`config.mk`:
```
export PLATFORM = sky130hd
export DESIGN_NAME = linear_conv_engine_flat
export DESIGN_NICKNAME = d
export VERILOG_FILES = /design/src/rtl/linear_conv_engine_if.sv /design/src/rtl/linear_conv_engine.sv /design/src/flat_wrapper.sv
export SDC_FILE = /design/constraint.sdc
export NUM_CORES = 1
export LEC_CHECK = 0
export CAP_MARGIN = 20
export CORE_MARGIN = 1
export CORE_UTILIZATION = 49
export DETAILED_ROUTE_END_ITERATION = 6
export PLACE_DENSITY = 0.66
export REMOVE_ABC_BUFFERS = 1
export SKIP_CTS_REPAIR_TIMING = 1
export SLEW_MARGIN = 20
export SYNTH_ARGS = -nofsm -noshare
export SYNTH_HDL_FRONTEND = slang
export SYNTH_SLANG_ARGS = --single-unit
```
`constraint.sdc`:
```
create_clock -name clk -period 10.5 [get_ports clk]
set_input_delay 2.1 -clock clk [delete_from_list [all_inputs] [get_ports clk]]
set_output_delay 2.1 -clock clk [all_outputs]
set_load 0.03 [all_outputs]
```
`src/rtl/linear_conv_engine_if.sv`:
```
// Load/start/result bundle for linear_conv_engine.
// The master side loads samples and taps and starts a run; the slave side is the engine.
interface linear_conv_engine_if #(
  parameter int DW    = 8,
  parameter int AW    = 3,
  parameter int YW    = 4,
  parameter int ACC_W = 19
);
  logic                    load_x;
  logic                    load_h;
  logic [AW-1:0]           wr_addr;
  logic signed [DW-1:0]    din;
  logic                    start;
  logic                    busy;
  logic                    y_valid;
  logic [YW-1:0]           y_idx;
  logic signed [ACC_W-1:0] y_data;
  logic                    done;

  modport master (
    output load_x, load_h, wr_addr, din, start,
    input  busy, y_valid, y_idx, y_data, done
  );

  modport slave (
    input  load_x, load_h, wr_addr, din, start,
    output busy, y_valid, y_idx, y_data, done
  );
endinterface

```
`src/rtl/linear_conv_engine.sv`:
```
// Sequential linear convolution y[n] = sum_k x[k]*h[n-k], one MAC per clock.
// Each output takes N MAC cycles followed by one EMIT cycle; a DONE cycle ends the run.
module linear_conv_engine #(
  parameter int DW    = 8,
  parameter int N     = 8,
  parameter int M     = 8,
  parameter int AW    = 3,
  parameter int YW    = 4,
  parameter int ACC_W = 19
) (
  input  logic               clk,
  input  logic               rstn,
  linear_conv_engine_if.slave bus
);
  localparam int KW = (N > 1) ? $clog2(N) : 1;
  localparam int HW = (M > 1) ? $clog2(M) : 1;

  typedef enum logic [1:0] {IDLE, MAC, EMIT, DONE} state_t;

  state_t                  state_reg, state_next;
  logic [YW-1:0]           n_reg, n_next;
  logic [KW-1:0]           k_reg, k_next;
  logic signed [ACC_W-1:0] acc_reg, acc_next;
  logic signed [ACC_W-1:0] y_data_reg, y_data_next;
  logic [YW-1:0]           y_idx_reg, y_idx_next;

  logic signed [DW-1:0]    x_mem [N];
  logic signed [DW-1:0]    h_mem [M];

  logic                    load_ok;
  int                      diff;
  logic                    h_ok;
  logic signed [DW-1:0]    x_val;
  logic signed [DW-1:0]    h_val;
  logic signed [2*DW-1:0]  prod;
  logic signed [ACC_W-1:0] term;
  logic signed [ACC_W-1:0] acc_sum;

  // Memories are only writable between runs so a run always sees stable operands.
  assign load_ok = (state_reg == IDLE);

  genvar gi;
  generate
    for (gi = 0; gi < N; gi++) begin : g_x
      // Sample slot gi: written only when the address decodes to it (out-of-range addresses hit nothing).
      always_ff @(posedge clk or negedge rstn) begin
        if (!rstn) x_mem[gi] <= '0;
        else if (load_ok && bus.load_x && (bus.wr_addr == AW'(gi))) x_mem[gi] <= bus.din;
      end
    end
    for (gi = 0; gi < M; gi++) begin : g_h
      // Tap slot gi: same decode as the samples, independent enable.
      always_ff @(posedge clk or negedge rstn) begin
        if (!rstn) h_mem[gi] <= '0;
        else if (load_ok && bus.load_h && (bus.wr_addr == AW'(gi))) h_mem[gi] <= bus.din;
      end
    end
  endgenerate

  // Current MAC term: x[k]*h[n-k], zero when n-k falls outside the kernel.
  always_comb begin
    diff  = int'(n_reg) - int'(k_reg);
    h_ok  = (diff >= 0) && (diff < M);
    x_val = x_mem[k_reg];
    h_val = h_ok ? h_mem[HW'(diff)] : '0;
  end

  assign prod    = x_val * h_val;
  assign term    = ACC_W'(prod);
  assign acc_sum = (k_reg == '0) ? term : (acc_reg + term);

  // State and datapath registers.
  always_ff @(posedge clk or negedge rstn) begin
    if (!rstn) begin
      state_reg  <= IDLE;
      n_reg      <= '0;
      k_reg      <= '0;
      acc_reg    <= '0;
      y_data_reg <= '0;
      y_idx_reg  <= '0;
    end else begin
      state_reg  <= state_next;
      n_reg      <= n_next;
      k_reg      <= k_next;
      acc_reg    <= acc_next;
      y_data_reg <= y_data_next;
      y_idx_reg  <= y_idx_next;
    end
  end

  // Next-state and datapath control; the result is captured on the last MAC edge.
  always_comb begin
    state_next  = state_reg;
    n_next      = n_reg;
    k_next      = k_reg;
    acc_next    = acc_reg;
    y_data_next = y_data_reg;
    y_idx_next  = y_idx_reg;
    case (state_reg)
      IDLE: begin
        if (bus.start) begin
          state_next = MAC;
          n_next     = '0;
          k_next     = '0;
        end
      end
      MAC: begin
        acc_next = acc_sum;
        if (k_reg == KW'(N - 1)) begin
          state_next  = EMIT;
          y_data_next = acc_sum;
          y_idx_next  = n_reg;
        end else begin
          k_next = k_reg + KW'(1);
        end
      end
      EMIT: begin
        if (n_reg == YW'(N + M - 2)) begin
          state_next = DONE;
        end else begin
          state_next = MAC;
          n_next     = n_reg + YW'(1);
          k_next     = '0;
        end
      end
      DONE: state_next = IDLE;
      default: state_next = IDLE;
    endcase
  end

  assign bus.busy    = (state_reg != IDLE);
  assign bus.y_valid = (state_reg == EMIT);
  assign bus.done    = (state_reg == DONE);
  assign bus.y_idx   = y_idx_reg;
  assign bus.y_data  = y_data_reg;
endmodule

```
`src/flat_wrapper.sv`:
```
// flat-port wrapper written by rule: the top's interface ports become plain ports
module linear_conv_engine_flat 
#(
  parameter int DW    = 8,
  parameter int N     = 8,
  parameter int M     = 8,
  parameter int AW    = 3,
  parameter int YW    = 4,
  parameter int ACC_W = 19
)
  (clk, rstn, bus_load_x, bus_load_h, bus_wr_addr, bus_din, bus_start, bus_busy, bus_y_valid, bus_y_idx, bus_y_data, bus_done);
  linear_conv_engine_if #(.DW(DW), .AW(AW), .YW(YW), .ACC_W(ACC_W)) bus_i ();
  input  logic clk;
  input  logic rstn;
  input wire logic [$bits(bus_i.load_x)-1:0] bus_load_x;
  input wire logic [$bits(bus_i.load_h)-1:0] bus_load_h;
  input wire logic [$bits(bus_i.wr_addr)-1:0] bus_wr_addr;
  input wire logic [$bits(bus_i.din)-1:0] bus_din;
  input wire logic [$bits(bus_i.start)-1:0] bus_start;
  output wire logic [$bits(bus_i.busy)-1:0] bus_busy;
  output wire logic [$bits(bus_i.y_valid)-1:0] bus_y_valid;
  output wire logic [$bits(bus_i.y_idx)-1:0] bus_y_idx;
  output wire logic [$bits(bus_i.y_data)-1:0] bus_y_data;
  output wire logic [$bits(bus_i.done)-1:0] bus_done;
  assign bus_i.load_x = bus_load_x;
  assign bus_i.load_h = bus_load_h;
  assign bus_i.wr_addr = bus_wr_addr;
  assign bus_i.din = bus_din;
  assign bus_i.start = bus_start;
  assign bus_busy = bus_i.busy;
  assign bus_y_valid = bus_i.y_valid;
  assign bus_y_idx = bus_i.y_idx;
  assign bus_y_data = bus_i.y_data;
  assign bus_done = bus_i.done;
  linear_conv_engine #(.DW(DW), .N(N), .M(M), .AW(AW), .YW(YW), .ACC_W(ACC_W)) u_core (.clk(clk), .rstn(rstn), .bus(bus_i));
endmodule
```
==> results.md, run 1 <==
* Status: finished, final reports clean
* 1st-iter DRT viols at 393
* Final GP Congestion at 0.892
* Mean Syn Cell Area at 11.4 um^2
* Critical Setup Path Class: reg2reg
* Pwr Total at 1.42 mW
* Hold Slack at 0.478 ns
* Max Cap Viol at 0
* Rows at 56
* RR Startpoint: u_core.k_reg[1]$_DFFE_PN0P_
* Number of port buffers at 41
* Fmax achieved at 111 MHz
* Drt pass-1 iters at 4
* Vias post-DR at 7,525
* Most frequent cells in the layout: dfrtp_1 (179), mux2_2 (131), inv_1 (97)
* Fin. Hold Viols at 0
* Post-synth EDFFs at 0
* Worst reg2reg endpoint: u_core.bus.y_data[18]$_DFFE_PN0P_
* Most used flip-flop cell after synthesis: dfrtp_1
* Final Critical Period at 9.05 ns
* Async set or reset register ratio after synthesis at 100%
* PwrDens at 109 nW/um^2
* Mapped Area at 11,700 um^2
* WL final at 24,500 um
* DRC at 0
* Nets at 1,179
* Netlist cell types at 67
* Starting Density at 49.9%
* Global-route wire length before repair at 40,900 um
* Drt via density at 5.45
* Die Y at 156 um
* Yosys warns at 0
* Final setup violation count at 0
* Critical Path End Type: register
* Slew headroom at 31.2%
* DR WL/cell at 17.8 um
* Top Ports at 42
* Antenna violations before repair at 0
* Die footprint at 24,500 um^2
* Detail Placement HPWL at 17,500 um
* P&R area growth vs syn at 11.4%
* Gr usage total at 21.7%
* Max incr delay on CP at 1.17 ns
* Mapped Cells at 1,025
* Vias in the first global route at 7,784
* Core Region at 23,400 um^2
* Ant diodes at 0
* Critical Path Start: u_core.k_reg[1]$_DFFE_PN0P_
* CTS Sinks at 179
* Number of buffers created by CTS at 17
* CTS tree: yes
* Power share of the clock group at 48.5%
* Fin crit share at 86.2%
* Sequential power share at 49.1%
* Combinational share of power at 2.5%
* Critical path fanouts, max at 19
* Worst Setup EP: u_core.bus.y_data[18]$_DFFE_PN0P_
* CTS Buffer Depth at 2
* Actual slew at the worst max-slew pin at 1.03 ns
* Reg-to-reg slack, setup at 1.45 ns
* CP most frequent cell: inv_1
* Sequential cell area fraction in the yosys report at 38.4%
* Fill count at 2,014
* Clk Latency, worst-skew pair at 0.44 ns
* Lkg Pwr at 6.32 nW
* Worst R2R Path Depth at 28
* Largest net degree at the start of global routing at 74
* GR Overflow Total at 0
* DRT antenna net count at 0
* WP data required at 10.85 ns
* Sw frac at 24.4%
* Die Wd at 156 um
* Commonest non-fill, non-tap cell in the layout: dfrtp_1
* Clock skew at 0.0196 ns
* RSZ-0062 raised after global routing: no
* Clock-pin slew on the worst setup and hold paths at 0.08 ns
* Largest regs: u_core.h_mem (64), u_core.x_mem (64)
* Data arrival time of the critical path at 9.40 ns
* Root Buffer: clkbuf_16
* Max-slew violations at 0
* Share of layout cells above drive strength 1 at 21.3%
* Int Pwr at 1.07 mW
* Total negative slack at 0 ns
* Switch Pwr at 0.345 mW
* Yosys reg bits at 179
* Peak supply drop at 0.0894 mV
* H-tree levels at 4
* Class of the worst hold path: reg2reg
* Cell count of the worst hold path at 2
* Critical-path top delay cell: fa_1
* Startpoint types: register
[cells by family after synthesis]
family,after synthesis,synth area share (%)
AND/OR/NAND/NOR,220,8.80
multiplexers,190,21.2
flip-flops,179,38.4
AO/OA/AOI/OAI,148,8.70
buffers and inverters,144,4.71
adder cells (fa/ha/maj),114,15.9
XOR/XNOR,30,2.25
[power groups by stage]
stage / clock network [mW] / registers, mW / logic (mW)
floorplan: 0 / 0.708 / 0.00651
global route: 0.730 / 0.695 / 0.0399
detailed placement: 0 / 0.708 / 0.0362
CTS: 0.700 / 0.695 / 0.0363
global placement: 0 / 0.708 / 0.0359
finish: 0.686 / 0.695 / 0.0349
[critical path: cells and delay by family (launching register included)]
kind / cells / cell delay [ns]
adder cells (fa/ha/maj): 7 / 4.06
AO/OA/AOI/OAI: 8 / 1.69
flip-flops: 1 / 0.91
AND/OR/NAND/NOR: 4 / 0.91
multiplexers: 2 / 0.67
buffers and inverters: 6 / 0.60
XOR/XNOR: 1 / 0.10
[how the worst min path moves through the flow]
stage / end / from / slack, ns
floorplan: u_core.x_mem[32]$_DFFE_PN0P_ / u_core.x_mem[32]$_DFFE_PN0P_ / 0.45
global placement: u_core.bus.y_data[10]$_DFFE_PN0P_ / u_core.bus.y_data[10]$_DFFE_PN0P_ / 0.46
detailed placement: u_core.bus.y_data[10]$_DFFE_PN0P_ / u_core.bus.y_data[10]$_DFFE_PN0P_ / 0.47
CTS: u_core.bus.y_data[10]$_DFFE_PN0P_ / u_core.bus.y_data[10]$_DFFE_PN0P_ / 0.49
global route: u_core.x_mem[34]$_DFFE_PN0P_ / u_core.x_mem[34]$_DFFE_PN0P_ / 0.50
finish: u_core.bus.y_data[10]$_DFFE_PN0P_ / u_core.bus.y_data[10]$_DFFE_PN0P_ / 0.48
[layer usage]
metal	global-route usage (%)	share of wire (%)	vias to the layer above
li1	-	-	3599
met1	29.3	46	3801
met2	36.8	50	108
met3	2.96	3.1	17
met4	5.32	1.2	0
met5	0	0	-
[cell usage after synthesis (3+ instances only)]
cell      number  area [um^2]
mux2_1        10          113
a211oi_1       6         45.0
buf_2          8         40.0
mux4_2        32          721
o21ai_0       32          160
nand3b_1       4         30.0
inv_1         97          364
nor2b_1        7         43.8
nor2_1        67          251
xnor2_1       22          193
and2_1         5         31.3
o211ai_1       5         37.5
a21o_1        14          105
nor3_1         7         35.0
nand3_1        6         30.0
or2_1         12         75.1
o21a_1         8         60.1
mux2i_1       17          170
a22oi_1        3         22.5
ha_1          56          701
a21oi_1       24          120
nand2_1       74          278
o31ai_1        4         30.0
or3_1          4         25.0
and3_1        14         87.6
mux2_2       131         1480
o21ai_1       19         95.1
or2_2          5         31.3
inv_2          3         11.3
a22o_1         3         26.3
fa_1          58         1160
buf_1          3         11.3
xor2_1         8         70.1
nand4_1        5         31.3
dfrtp_1      179         4480
clkbuf_1      33          124
[cell type report]
type,count,area (um^2),area share [%]
repair buffers,49,472,3.63
multi-input cells,702,6650,51.1
clock inverters,15,214,1.64
inverters,100,375,2.88
clock buffers,17,425,3.27
flip-flops and latches,179,4480,34.4
well taps,319,399,3.07
[stage by stage]
step	cells	setup slack, ns	utilization [%]	instance area (um^2)
2_1_floorplan	981	1.76	-	11500
3_3_place_gp	1349	1.59	52.9	12400
3_5_place_dp	1349	1.49	52.9	12400
4_1_cts	1381	1.44	55.6	13000
5_1_grt	1381	0.863	55.6	13000
6_report	1381	1.45	55.6	13000
(Power assumes the default switching activity.)
==> run 2, diff against run 1 <==
--- a/config.mk
+++ b/config.mk
@@ -9,7 +9,7 @@
 export CORE_MARGIN = 1
 export CORE_UTILIZATION = 49
 export DETAILED_ROUTE_END_ITERATION = 6
-export PLACE_DENSITY = 0.66
+export PLACE_DENSITY = 0.69
 export REMOVE_ABC_BUFFERS = 1
 export SKIP_CTS_REPAIR_TIMING = 1
 export SLEW_MARGIN = 20
==> constraint.sdc (replaced) <==
create_clock -name clk -period 7.82 [get_ports clk]
set_input_delay 1.564 -clock clk [delete_from_list [all_inputs] [get_ports clk]]
set_output_delay 1.564 -clock clk [all_outputs]
set_load 0.05 [all_outputs]
==> results.md, run 2 (synthesis results as in run 1) <==
* Drt pass-1 iters at 5 (was 4)
* Ant diodes at 0 (unchanged)
* Worst Setup EP: u_core.bus.y_data[18]$_DFFE_PN0P_ (unchanged)
* Critical Path End Type: register (unchanged)
* Clk Latency, worst-skew pair at 0.44 ns (about the same)
* Most frequent cells in the layout: dfrtp_1 (179), mux2_2 (127), inv_1 (88) (was dfrtp_1 (179), mux2_2 (131), inv_1 (97))
* PwrDens at 133 nW/um^2 (was 109 nW/um^2)
* RR Startpoint: u_core.n_reg[0]$_DFFE_PN0P_ (was u_core.k_reg[1]$_DFFE_PN0P_)
* DR WL/cell at 17.6 um (was 17.8 um)
* Fill count at 1,970 (was 2,014)
* Fin. Hold Viols at 0 (unchanged)
* Detail Placement HPWL at 17,500 um (about the same)
* Commonest non-fill, non-tap cell in the layout: dfrtp_1 (unchanged)
* Vias in the first global route at 8,005 (was 7,784)
* Clock skew at 0.0184 ns (was 0.0196 ns)
* Final instance area at 13,700 um^2 (was 13,000 um^2)
* Worst setup margin at 0.126 ns (was 1.45 ns)
* Share of layout cells above drive strength 1 at 28.9% (was 21.3%)
* WP data required at 8.17 ns (was 10.85 ns)
* Placed instance area at 12,600 um^2 (was 12,400 um^2)
* CTS Buffer Depth at 2 (unchanged)
* Pre-CTS WS at 0.0414 ns (was 1.49 ns)
* WL final at 25,200 um (was 24,500 um)
* Class of the worst hold path: reg2reg (unchanged)
* CP most frequent cell: fa_1 (was inv_1)
* DRT antenna net count at 0 (unchanged)
* CTS tree: yes (unchanged)
* Nets at 1,232 (was 1,179)
* Worst reg2reg endpoint: u_core.bus.y_data[18]$_DFFE_PN0P_ (unchanged)
* GR Overflow Total at 0 (unchanged)
* Max Cap Viol at 0 (unchanged)
* Critical path fanouts, max at 7 (was 19)
* DRC at 0 (unchanged)
* P&R area growth vs syn at 17.3% (was 11.4%)
* Drt via density at 5.50 (was 5.45)
* Core Region at 23,400 um^2 (unchanged)
* Final GP Congestion at 0.878 (was 0.892)
* Critical-path top delay cell: fa_2 (was fa_1)
* Global-route wire length before repair at 40,900 um (about the same)
* Lkg Pwr at 6.72 nW (was 6.32 nW)
* Total negative slack at 0 ns (unchanged)
* Top Ports at 42 (unchanged)
* Die footprint at 24,500 um^2 (unchanged)
* Antenna violations before repair at 0 (unchanged)
* Root Buffer: clkbuf_16 (unchanged)
* Pwr Total at 1.82 mW (was 1.42 mW)
* Max-slew violations at 0 (unchanged)
* Number of port buffers at 41 (unchanged)
* Die Y at 156 um (unchanged)
* Largest regs: u_core.h_mem (64), u_core.x_mem (64) (unchanged)
* Starting Density at 49.9% (unchanged)
* Startpoint types: register (unchanged)
* Data arrival time of the critical path at 8.05 ns (was 9.40 ns)
* Max incr delay on CP at 0.59 ns (was 1.17 ns)
* Status: finished, final reports clean (unchanged)
* Fin crit share at 98.4% (was 86.2%)
* RSZ-0062 raised after global routing: yes (was no)
* Clock-pin slew on the worst setup and hold paths at 0.08 ns (about the same)
* Number of buffers created by CTS at 17 (unchanged)
* Final Critical Period at 7.69 ns (was 9.05 ns)
* Worst R2R Path Depth at 33 (was 28)
* Die Wd at 156 um (unchanged)
* 1st-iter DRT viols at 419 (was 393)
* Rows at 56 (unchanged)
* Peak supply drop at 0.118 mV (was 0.0894 mV)
* Fmax achieved at 130 MHz (was 111 MHz)
* Largest net degree at the start of global routing at 104 (was 74)
* H-tree levels at 4 (unchanged)
* CTS Sinks at 179 (unchanged)
* Gr usage total at 21.5% (was 21.7%)
* Final setup violation count at 0 (unchanged)
* Critical Setup Path Class: reg2reg (unchanged)
* Slew headroom at 30.7% (was 31.2%)
* Vias post-DR at 7,884 (was 7,525)
* Actual slew at the worst max-slew pin at 1.04 ns (was 1.03 ns)
* Reg-to-reg slack, setup at 0.13 ns (was 1.45 ns)
* Critical Path Start: u_core.n_reg[0]$_DFFE_PN0P_ (was u_core.k_reg[1]$_DFFE_PN0P_)
run 2: cell count changes in the layout (fill, tap and decap cells not counted), moves of 4 or more:
cell	previous run	this run
buf_4	8	52
mux2_4	0	4
inv_2	3	11
nand2_1	74	66
inv_1	97	88
buf_6	1	5
ha_1	56	49
buf_12	0	4
ha_4	0	5
nand2_4	0	8
mux2_2	131	127
run 2: critical path, delay by kind of cell, from the launching register on:
family	cells	cell delay [ns]
adder cells (fa/ha/maj)	8	3.24
AO/OA/AOI/OAI	7	1.72
buffers and inverters	10	0.80
multiplexers	2	0.63
AND/OR/NAND/NOR	4	0.41
flip-flops	1	0.40
XOR/XNOR	2	0.40
run 2: worst min-delay path by stage:
stage,from,cells after the start,endpoint
after floorplan,u_core.x_mem[32]$_DFFE_PN0P_,1,u_core.x_mem[32]$_DFFE_PN0P_
after global placement,u_core.x_mem[36]$_DFFE_PN0P_,1,u_core.x_mem[36]$_DFFE_PN0P_
after detailed placement,u_core.bus.y_data[10]$_DFFE_PN0P_,2,u_core.bus.y_data[10]$_DFFE_PN0P_
after CTS,u_core.bus.y_data[10]$_DFFE_PN0P_,2,u_core.bus.y_data[10]$_DFFE_PN0P_
after global routing,u_core.x_mem[33]$_DFFE_PN0P_,1,u_core.x_mem[33]$_DFFE_PN0P_
final,u_core.bus.y_data[10]$_DFFE_PN0P_,2,u_core.bus.y_data[10]$_DFFE_PN0P_
run 2: per-stage QoR:
step	cells	hold slack [ns]	util, %
after floorplan	981	0.453	-
after global placement	1382	0.462	54.0
after detailed placement	1382	0.470	54.0
after CTS	1414	0.487	56.5
after global routing	1434	0.503	58.5
final	1434	0.478	58.5
run 2: layer usage:
metal  up-vias  global-route usage (%)  wire, um
li1       3710                       -         -
met1      4009                    28.0     11300
met2       132                    37.3     12600
met3        33                    3.66       746
met4         0                    4.95       548
met5         -                       0         0
run 2: power by group:
part           switching, mW  internal (mW)  total (mW)
Clock                  0.421          0.424       0.845
Combinational         0.0332         0.0140      0.0472
Sequential           0.00265          0.930       0.933
Total                  0.456           1.37        1.82
run 2: layout make-up:
cell class / instances / area (um^2) / area share (%)
clock inverters: 14 / 141 / 1.03
inverters: 100 / 378 / 2.76
multi-input cells: 702 / 6920 / 50.5
flip-flops and latches: 179 / 4480 / 32.7
repair buffers: 102 / 952 / 6.95
clock buffers: 18 / 429 / 3.13
well taps: 319 / 399 / 2.91
==> run 3, diff against run 2 <==
--- a/config.mk
+++ b/config.mk
@@ -7,9 +7,8 @@
 export LEC_CHECK = 0
 export CAP_MARGIN = 20
 export CORE_MARGIN = 1
-export CORE_UTILIZATION = 49
+export CORE_UTILIZATION = 30
 export DETAILED_ROUTE_END_ITERATION = 6
-export PLACE_DENSITY = 0.69
 export REMOVE_ABC_BUFFERS = 1
 export SKIP_CTS_REPAIR_TIMING = 1
 export SLEW_MARGIN = 20
==> results.md, run 3 (synthesis results as in run 1) <==
* Status: finished, final reports clean (unchanged)
* Drt via density at 4.81 (was 5.50)
* Cell count of the worst hold path at 2 (unchanged)
* Worst R2R Path Depth at 33 (unchanged)
* Final GP Congestion at 0.876 (was 0.878)
* Largest regs: u_core.h_mem (64), u_core.x_mem (64) (unchanged)
* DRC at 0 (unchanged)
* Critical Path End Type: register (unchanged)
* Sw frac at 25.1% (was 25.0%)
* Crit path buffers/inverters at 10 (unchanged)
* Drt pass-1 iters at 5 (unchanged)
* Combinational share of power at 2.6% (about the same)
* Final Critical Period at 7.59 ns (was 7.69 ns)
* Clk Latency, worst-skew pair at 0.45 ns (was 0.44 ns)
* CP most frequent cell: inv_1 (was fa_1)
* Die Wd at 199 um (was 156 um)
* Reg-to-reg slack, setup at 0.23 ns (was 0.13 ns)
* Ant diodes at 0 (unchanged)
* Clock skew at 0.0182 ns (was 0.0184 ns)
* Rows at 71 (was 56)
* Max-slew violations at 0 (unchanged)
* Sequential power share at 50.5% (was 51.1%)
* Clock-pin slew on the worst setup and hold paths at 0.08 ns (about the same)
* DR WL/cell at 16.4 um (was 17.6 um)
* Antenna violations before repair at 0 (unchanged)
* Max Cap Viol at 0 (unchanged)
* RR Startpoint: u_core.n_reg[0]$_DFFE_PN0P_ (unchanged)
* H-tree levels at 4 (unchanged)
* Vias in the first global route at 8,009 (was 8,005)
* Worst reg2reg endpoint: u_core.bus.y_data[18]$_DFFE_PN0P_ (unchanged)
* 1st-iter DRT viols at 491 (was 419)
* Gr usage total at 13.7% (was 21.5%)
* PwrDens at 132 nW/um^2 (was 133 nW/um^2)
* Data arrival time of the critical path at 7.94 ns (was 8.05 ns)
* Detail Placement HPWL at 18,900 um (was 17,500 um)
* Largest net degree at the start of global routing at 90 (was 104)
* Switch Pwr at 0.464 mW (was 0.456 mW)
* Critical path fanouts, max at 7 (unchanged)
* Max incr delay on CP at 0.66 ns (was 0.59 ns)
* Core Region at 38,000 um^2 (was 23,400 um^2)
* WL final at 26,500 um (was 25,200 um)
* Die footprint at 39,700 um^2 (was 24,500 um^2)
* Share of layout cells above drive strength 1 at 29.2% (was 28.9%)
* Fin crit share at 97.0% (was 98.4%)
* Slew headroom at 29.4% (was 30.7%)
* Pre-CTS WS at 0.0125 ns (was 0.0414 ns)
* Fmax achieved at 132 MHz (was 130 MHz)
* GR Overflow Total at 0 (unchanged)
* Top Ports at 42 (unchanged)
* CTS Sinks at 179 (unchanged)
* Number of port buffers at 41 (unchanged)
* Commonest non-fill, non-tap cell in the layout: dfrtp_1 (unchanged)
* Most frequent cells in the layout: dfrtp_1 (179), mux2_2 (124), inv_1 (93) (was dfrtp_1 (179), mux2_2 (127), inv_1 (88))
* Power share of the clock group at 46.9% (was 46.3%)
* Starting Density at 30.7% (was 49.9%)
* Hold Path Sink: u_core.bus.y_data[12]$_DFFE_PN0P_ (was u_core.bus.y_data[10]$_DFFE_PN0P_)
* Lkg Pwr at 6.63 nW (was 6.72 nW)
* Hold_sp: u_core.bus.y_data[12]$_DFFE_PN0P_ (was u_core.bus.y_data[10]$_DFFE_PN0P_)
* Startpoint types: register (unchanged)
* Peak supply drop at 0.138 mV (was 0.118 mV)
* WP data required at 8.18 ns (was 8.17 ns)
* CTS tree: yes (unchanged)
* Class of the worst hold path: reg2reg (unchanged)
* Global-route wire length before repair at 42,700 um (was 40,900 um)
* CTS Buffer Depth at 2 (unchanged)
* Crit path max-delay family: adder cells (unchanged)
* P&R area growth vs syn at 20.3% (was 17.3%)
* DRT antenna net count at 0 (unchanged)
* Pwr Total at 1.85 mW (was 1.82 mW)
* Fin. Hold Viols at 0 (unchanged)
* Worst setup margin at 0.234 ns (was 0.126 ns)
* Die Y at 199 um (was 156 um)
* Final setup violation count at 0 (unchanged)
* Actual slew at the worst max-slew pin at 1.06 ns (was 1.04 ns)
* Nets at 1,226 (was 1,232)
* Int Pwr at 1.38 mW (was 1.37 mW)
* Critical Setup Path Class: reg2reg (unchanged)
* Root Buffer: clkbuf_16 (unchanged)
* Number of buffers created by CTS at 17 (unchanged)
* Critical-path top delay cell: fa_2 (unchanged)
* Vias post-DR at 7,799 (was 7,884)
* Fill count at 3,776 (was 1,970)
==> run 3: cell count changes in the layout (fill, tap and decap cells not counted), moves of 3 or more <==
cell	delta
buf_4	-6
ha_1	-6
ha_4	+6
inv_1	+5
inv_2	-4
nand2_4	-4
clkinvlp_4	-3
mux2_2	-3
mux2_4	+3
==> run 3: how the worst max path moves through the flow <==
stage / from / endpoint / slack [ns] / cells past startpoint
6_report: u_core.n_reg[0]$_DFFE_PN0P_ / u_core.bus.y_data[18]$_DFFE_PN0P_ / 0.23 / 33
3_5_place_dp: u_core.n_reg[0]$_DFFE_PN0P_ / u_core.bus.y_data[18]$_DFFE_PN0P_ / 0.01 / 30
4_1_cts: u_core.n_reg[0]$_DFFE_PN0P_ / u_core.bus.y_data[18]$_DFFE_PN0P_ / -0.03 / 31
3_3_place_gp: u_core.k_reg[1]$_DFFE_PN0P_ / u_core.bus.y_data[16]$_DFFE_PN0P_ / 0.16 / 29
5_1_grt: u_core.n_reg[0]$_DFFE_PN0P_ / u_core.bus.y_data[18]$_DFFE_PN0P_ / -0.05 / 30
2_1_floorplan: u_core.k_reg[0]$_DFFE_PN0P_ / u_core.bus.y_data[18]$_DFFE_PN0P_ / -0.92 / 29
==> run 3: layout make-up <==
cell class              instances  area, um^2  share of cell area (%)
multi-input cells             702        7060                    50.3
flip-flops and latches        179        4480                    31.9
repair buffers                 96         890                    6.33
well taps                     511         639                    4.55
clock buffers                  18         439                    3.13
inverters                     100         375                    2.67
clock inverters                14         159                    1.13
==> run 3: stage by stage <==
stage,hold WS (ns),instance area (um^2),util (%),setup TNS [ns],cells
after global placement,0.462,12800,33.8,0,1569
after CTS,0.487,13400,35.4,-0.0326,1601
final,0.481,14000,36.9,0,1620
after floorplan,0.453,11500,-,-4.62,981
after global routing,0.495,14000,36.9,-0.101,1620
after detailed placement,0.470,12800,33.8,0,1569
==> run 3: power groups by stage <==
stage	Clock (mW)	Combinational, mW	Sequential (mW)
global route	0.928	0.0544	0.933
finish	0.868	0.0479	0.933
global placement	0	0.0483	0.951
detailed placement	0	0.0492	0.951
CTS	0.888	0.0494	0.932
floorplan	0	0.00874	0.950
==> run 3: per-layer routing <==
| metal | vias up | GRT usage (%) | share of wire [%] |
|---|---|---|---|
| met5 | - | 0 | 0 |
| met4 | 0 | 3.48 | 1.5 |
| met3 | 29 | 2.28 | 3.0 |
| met2 | 129 | 22.1 | 47 |
| met1 | 3940 | 19.1 | 48 |
| li1 | 3701 | - | - |
==> run 3: worst min-delay path, stage by stage (launching register included) <==
cell and delay (ns):
dfrtp_1 0.35, nand2_1 0.05, o21ai_0 0.06
